[config.mk]
export PLATFORM = sky130hd
export DESIGN_NAME = rf_port_arbiter
export DESIGN_NICKNAME = d
export VERILOG_FILES = /design/src/rtl/rf_port_arbiter.sv
export SDC_FILE = /design/constraint.sdc
export NUM_CORES = 1
export LEC_CHECK = 0
export ABC_AREA = 1
export BUFFER_PORTS_ARGS = -buffer_cell sky130_fd_sc_hd__buf_2
export CAP_MARGIN = 10
export CORE_ASPECT_RATIO = 2
export CORE_MARGIN = 2
export CORE_UTILIZATION = 45
export CTS_CLUSTER_SIZE = 20
export DETAILED_ROUTE_END_ITERATION = 16
export HOLD_SLACK_MARGIN = 0.03
export PLACE_DENSITY = 0.79
export SYNTH_ARGS = -nofsm -noshare
export SYNTH_HDL_FRONTEND = slang
export SYNTH_SLANG_ARGS = --single-unit
export TNS_END_PERCENT = 100
[constraint.sdc]
create_clock -name CLK -period 3.07 [get_ports CLK]
set_input_delay 0.614 -clock CLK [delete_from_list [all_inputs] [get_ports CLK]]
set_output_delay 0.614 -clock CLK [all_outputs]
set_load 0.01 [all_outputs]
[src/rtl/rf_port_arbiter.sv]
// Round-robin arbiter and sequencer that serialises two requesters' read/write
// transactions onto a single-port register file and routes read data back.
module rf_port_arbiter #(
  parameter int ADDR_WIDTH = 3,
  parameter int RF_DEPTH   = 8,
  parameter int RF_WIDTH   = 16,
  parameter int RD_LAT     = 1
) (
  input  logic                  CLK,
  input  logic                  RST,
  // requester A
  input  logic                  a_req,
  input  logic                  a_we,
  input  logic [ADDR_WIDTH-1:0] a_addr,
  input  logic [RF_WIDTH-1:0]   a_wdata,
  output logic                  a_gnt,
  output logic                  a_rvalid,
  output logic [RF_WIDTH-1:0]   a_rdata,
  output logic                  a_err,
  // requester B
  input  logic                  b_req,
  input  logic                  b_we,
  input  logic [ADDR_WIDTH-1:0] b_addr,
  input  logic [RF_WIDTH-1:0]   b_wdata,
  output logic                  b_gnt,
  output logic                  b_rvalid,
  output logic [RF_WIDTH-1:0]   b_rdata,
  output logic                  b_err,
  // register file
  output logic [ADDR_WIDTH-1:0] rf_address,
  output logic                  rf_write_enable,
  output logic                  rf_read_enable,
  output logic [RF_WIDTH-1:0]   rf_write_data,
  input  logic [RF_WIDTH-1:0]   rf_read_data,
  output logic                  busy
);

  typedef enum logic [1:0] {IDLE, ISSUE, RDWAIT} state_e;

  localparam int          CNT_W   = (RD_LAT > 1) ? $clog2(RD_LAT) : 1;
  localparam logic [31:0] DEPTH_U = 32'(RF_DEPTH);
  localparam logic        OWNER_A = 1'b0;
  localparam logic        OWNER_B = 1'b1;

  state_e                state_q, state_d;
  logic                  last_owner_q, last_owner_d;  // also the in-flight owner
  logic                  we_q, we_d;
  logic                  illegal_q, illegal_d;
  logic [CNT_W-1:0]      cnt_q, cnt_d;

  logic                  a_gnt_q, a_gnt_d, b_gnt_q, b_gnt_d;
  logic                  a_rvalid_q, a_rvalid_d, b_rvalid_q, b_rvalid_d;
  logic                  a_err_q, a_err_d, b_err_q, b_err_d;
  logic [RF_WIDTH-1:0]   a_rdata_q, a_rdata_d, b_rdata_q, b_rdata_d;
  logic [ADDR_WIDTH-1:0] rf_address_q, rf_address_d;
  logic                  rf_we_q, rf_we_d, rf_re_q, rf_re_d;
  logic [RF_WIDTH-1:0]   rf_wdata_q, rf_wdata_d;
  logic                  busy_q, busy_d;

  logic                  pick_b;
  logic                  sel_we;
  logic [ADDR_WIDTH-1:0] sel_addr;
  logic [RF_WIDTH-1:0]   sel_wdata;
  logic                  sel_legal;
  logic [RF_WIDTH-1:0]   rd_word;

  // B wins when it is alone, or when both ask and A owned the last slot.
  always_comb begin
    pick_b    = b_req && (!a_req || (last_owner_q == OWNER_A));
    sel_we    = pick_b ? b_we    : a_we;
    sel_addr  = pick_b ? b_addr  : a_addr;
    sel_wdata = pick_b ? b_wdata : a_wdata;
    sel_legal = (32'(sel_addr) < DEPTH_U);
  end

  // NOTE: every signal written below gets a default first, so no path leaves
  // one unassigned and no latch is inferred.
  always_comb begin
    state_d      = state_q;
    last_owner_d = last_owner_q;
    we_d         = we_q;
    illegal_d    = illegal_q;
    cnt_d        = cnt_q;
    a_gnt_d      = 1'b0;
    b_gnt_d      = 1'b0;
    a_rvalid_d   = 1'b0;
    b_rvalid_d   = 1'b0;
    a_err_d      = 1'b0;
    b_err_d      = 1'b0;
    a_rdata_d    = a_rdata_q;
    b_rdata_d    = b_rdata_q;
    rf_address_d = rf_address_q;
    rf_wdata_d   = rf_wdata_q;
    rf_we_d      = 1'b0;
    rf_re_d      = 1'b0;
    rd_word      = illegal_q ? '0 : rf_read_data;

    case (state_q)
      IDLE: begin
        if (a_req || b_req) begin
          state_d      = ISSUE;
          last_owner_d = pick_b;
          we_d         = sel_we;
          illegal_d    = !sel_legal;
          rf_address_d = sel_addr;
          rf_wdata_d   = sel_wdata;
          rf_we_d      = sel_we && sel_legal;
          rf_re_d      = !sel_we && sel_legal;
          a_gnt_d      = !pick_b;
          b_gnt_d      = pick_b;
          a_err_d      = !pick_b && sel_we && !sel_legal;
          b_err_d      = pick_b && sel_we && !sel_legal;
        end
      end

      ISSUE: begin
        if (we_q) begin
          state_d = IDLE;
        end else begin
          state_d = RDWAIT;
          cnt_d   = CNT_W'(RD_LAT - 1);
        end
      end

      RDWAIT: begin
        if (cnt_q == '0) begin
          state_d = IDLE;
          if (last_owner_q == OWNER_B) begin
            b_rdata_d  = rd_word;
            b_rvalid_d = 1'b1;
            b_err_d    = illegal_q;
          end else begin
            a_rdata_d  = rd_word;
            a_rvalid_d = 1'b1;
            a_err_d    = illegal_q;
          end
        end else begin
          cnt_d = cnt_q - 1'b1;
        end
      end

      default: state_d = IDLE;
    endcase

    busy_d = (state_d != IDLE);
  end

  // NOTE: state is updated with non-blocking assignments so every flop samples
  // the pre-edge values regardless of statement order.
  always_ff @(posedge CLK) begin
    if (RST) begin
      state_q      <= IDLE;
      last_owner_q <= OWNER_B;
      we_q         <= 1'b0;
      illegal_q    <= 1'b0;
      cnt_q        <= '0;
      a_gnt_q      <= 1'b0;
      b_gnt_q      <= 1'b0;
      a_rvalid_q   <= 1'b0;
      b_rvalid_q   <= 1'b0;
      a_err_q      <= 1'b0;
      b_err_q      <= 1'b0;
      a_rdata_q    <= '0;
      b_rdata_q    <= '0;
      rf_address_q <= '0;
      rf_wdata_q   <= '0;
      rf_we_q      <= 1'b0;
      rf_re_q      <= 1'b0;
      busy_q       <= 1'b0;
    end else begin
      state_q      <= state_d;
      last_owner_q <= last_owner_d;
      we_q         <= we_d;
      illegal_q    <= illegal_d;
      cnt_q        <= cnt_d;
      a_gnt_q      <= a_gnt_d;
      b_gnt_q      <= b_gnt_d;
      a_rvalid_q   <= a_rvalid_d;
      b_rvalid_q   <= b_rvalid_d;
      a_err_q      <= a_err_d;
      b_err_q      <= b_err_d;
      a_rdata_q    <= a_rdata_d;
      b_rdata_q    <= b_rdata_d;
      rf_address_q <= rf_address_d;
      rf_wdata_q   <= rf_wdata_d;
      rf_we_q      <= rf_we_d;
      rf_re_q      <= rf_re_d;
      busy_q       <= busy_d;
    end
  end

  assign a_gnt           = a_gnt_q;
  assign b_gnt           = b_gnt_q;
  assign a_rvalid        = a_rvalid_q;
  assign b_rvalid        = b_rvalid_q;
  assign a_err           = a_err_q;
  assign b_err           = b_err_q;
  assign a_rdata         = a_rdata_q;
  assign b_rdata         = b_rdata_q;
  assign rf_address      = rf_address_q;
  assign rf_write_data   = rf_wdata_q;
  assign rf_write_enable = rf_we_q;
  assign rf_read_enable  = rf_re_q;
  assign busy            = busy_q;

endmodule

==> flow_summary_export.csv <==
group,metric,value,unit
status,outcome,"finished clean",
power,power_leakage,1.76,nW
die,io_pins,120,
setup_path,end_kind,"flip-flop",
clock_network,h-tree-depth,3,
clock_network,clockBufferDepth,2,
yosys,ys_async_sr_fraction,0,
yosys,ys_warn_count,0,
setup_path,r2r-start,"last_owner_q",
final_layout,regArea,1240,sq um
global_route,grt_pass1_vias,2553,
global_route,grt_max_degree,43,
yosys,synth_seq_area_share,0.447,
power,seqPwrFrac,0.390,
yosys,netlist_instances,377,
global_route,grt_pass1_wl,11400,um
yosys,synthFlopType,"dfxtp_1",
min_path,holdPathStages,2,
clock_network,cts_setup_buffers,0,
sta,slew_viol_final,0,
setup_path,path_class,"in -> reg",
sta,timing.final.crit_share,0.598,
routing,wl_per_cell,13.0,um
yosys,synthTopCellsByArea,"dfxtp_1 (45%), nand2_1 (13%), nand4_1 (7.2%), nor2_1 (6.5%), a21oi_1 (6.0%)",
routing,drt_iter0_drc,229,
setup_path,critPathMaxFanout,42,
sta,rsz0062_at_grt,"no",
setup_path,rr_worst_depth,6,
die,rows,40,
power,pwr-share-comb,0.145,
sta,setup_violations,0,
sta,fmax,545,MHz
sta,hold_viol,0,
power,clockPowerShare,0.465,
yosys,yosysTopAreaCell,"dfxtp_1",
clock_network,ctsResizeCount,0,
sta,skew,3.86,ps
power,pwr_density_cell,644,nW/um^2
sta,tns,0,ps
final_layout,final_nets,536,
yosys,yosysMostFrequentCell,"nand2_1",
sta,tightest_slew,871,ps
die,dieArea,6850,sq um
die,die_h,115,um
placed_design,gp_congestion,0.833,
routing,ant_nets,0,
clock_network,clockRootBuffer,"clkbuf_16",
yosys,synth_top_area_share,0.447,
yosys,syn_area_per_cell,7.36,sq um
min_path,min_to,"b_rdata[8]",
clock_network,clock-sinks,62,
final_layout,drive_gt1_frac,0.293,
die,core-area,6010,sq um
setup_path,crit_required,3290,ps
routing,vias_per_cell,5.02,
sta,holdWs,455,ps
flow_run,maxCapViolations,0,
routing,drc,0,
power,total_power,2.29,mW
routing,routed_wl,7080,um
global_route,grt_use_total,0.221,
setup_path,cp.arrival,2050,ps
clock_network,tritoncts,"yes",
min_path,min_from,"b_rdata[8]",
routing,first_pass_iters,4,
placed_design,io_buffers,117,
setup_path,start_kind,"primary input",
yosys,ys_types,22,
power,ir_worst_vdd,412,uV
sta,max_slew_margin,0.419,
final_layout,fin_util,0.593,
clock_network,cts_made_buffers,9,
min_path,hp-class,"reg -> reg",
setup_path,regToRegEndpoint,"we_q",
global_route,antenna_found_initial,0,
routing,num_vias,2730,
global_route,grt.overflow.total,0,
final_layout,multi_input_area,1230,sq um
final_layout,fillers,580,
power,swShare,0.254,
placed_design,dp_hpwl,5120,um
die,initial_core_util,0.462,
clock_network,clk_pin_slew,50,ps
yosys,yosys-top-cells-count,"nand2_1 (97), dfxtp_1 (62), nor2_1 (48), a21oi_1 (33), nand4_1 (32)",
clock_network,clk_latency,330,ps
die,fp.dieW,59.5,um
yosys,syn_area,2770,sq um
final_layout,antenna_cells,0,
power,power.switching,582,uW
yosys,synth_seq_cells,62,
final_layout,area_delta_synth_final,28.3,%
yosys,synth-edff-count,0,
sta,min_period,1830,ps
power,intPower,1.71,mW
clock_network,cts-hold-fix-buffers,0,
setup_path,reg2reg_slack,1250,ps
worst max-delay path, cell delays in order:
cell,delay (ps)
buf_2,500
nor2_1,160
nor2_4,410
nand2_1,160
nor2_1,150
nor2_1,50
final cells by class:
cell class | instances | share of cell area
well taps | 63 | 0.0221
clock inverters | 4 | 0.0197
multi-input cells | 259 | 0.345
inverters | 25 | 0.0264
clock buffers | 12 | 0.0692
repair buffers | 119 | 0.169
flip-flops and latches | 62 | 0.349
power groups by stage:
stage	Sequential, mW	Combinational (mW)	Clock (mW)
global route	0.901	0.379	1.13
finish	0.894	0.332	1.07
CTS	0.895	0.335	1.09
global placement	0.910	0.327	0
floorplan	0.919	0.229	0
detailed placement	0.911	0.333	0
flip-flops by register name, summed over array words and instances, names as in the netlist, 2 cells and up:
register,flops
a_rdata,16
b_rdata,16
rf_write_data,16
rf_address,3
state_q,2
cell families (layout without fill, tap and decap cells):
group,count (synthesis),count (layout),synth area share
other,1,2,0.00135
buffers and inverters,57,160,0.111
AOI/OAI and AO/OA,53,53,0.114
DFF,62,62,0.447
and+or+nand+nor,204,204,0.326
placed cells by master (no fill, tap or decap), types with 3 or more instances in the layout:
cell and n:
buf_2 117, nand2_1 97, dfxtp_1 62, nor2_1 48, a21oi_1 33, nand4_1 32
inv_1 22, nand3_1 21, a21boi_0 13, clkbuf_16 9, a21boi_1 6, inv_2 3
per-stage QoR:
| stage | setup WS (ps) | instance area, sq um | std cells |
|---|---|---|---|
| after floorplan | 1830 | 2780 | 378 |
| final | 1240 | 3560 | 544 |
| after global placement | 977 | 3240 | 528 |
| after CTS | 1230 | 3560 | 544 |
| after detailed placement | 926 | 3240 | 528 |
| after global routing | 1010 | 3560 | 544 |
worst max path at each step:
stage,end,depth (start not counted),from
3_5_place_dp,last_owner_q,6,b_req
6_report,last_owner_q,6,b_req
4_1_cts,a_rdata[6],4,last_owner_q
3_3_place_gp,last_owner_q,6,b_req
5_1_grt,we_q,6,last_owner_q
2_1_floorplan,we_q,5,RST
layer usage:
metal / routed length [um] / vias to the layer above / part of all wire / track usage
met5: 0 / - / 0 / 0
met4: 179 / 0 / 0.025 / 0.104
met3: 384 / 12 / 0.054 / 0.0529
met2: 3870 / 103 / 0.55 / 0.404
met1: 2640 / 1192 / 0.37 / 0.226
li1: - / 1423 / - / -
(Power assumes the default switching activity.)
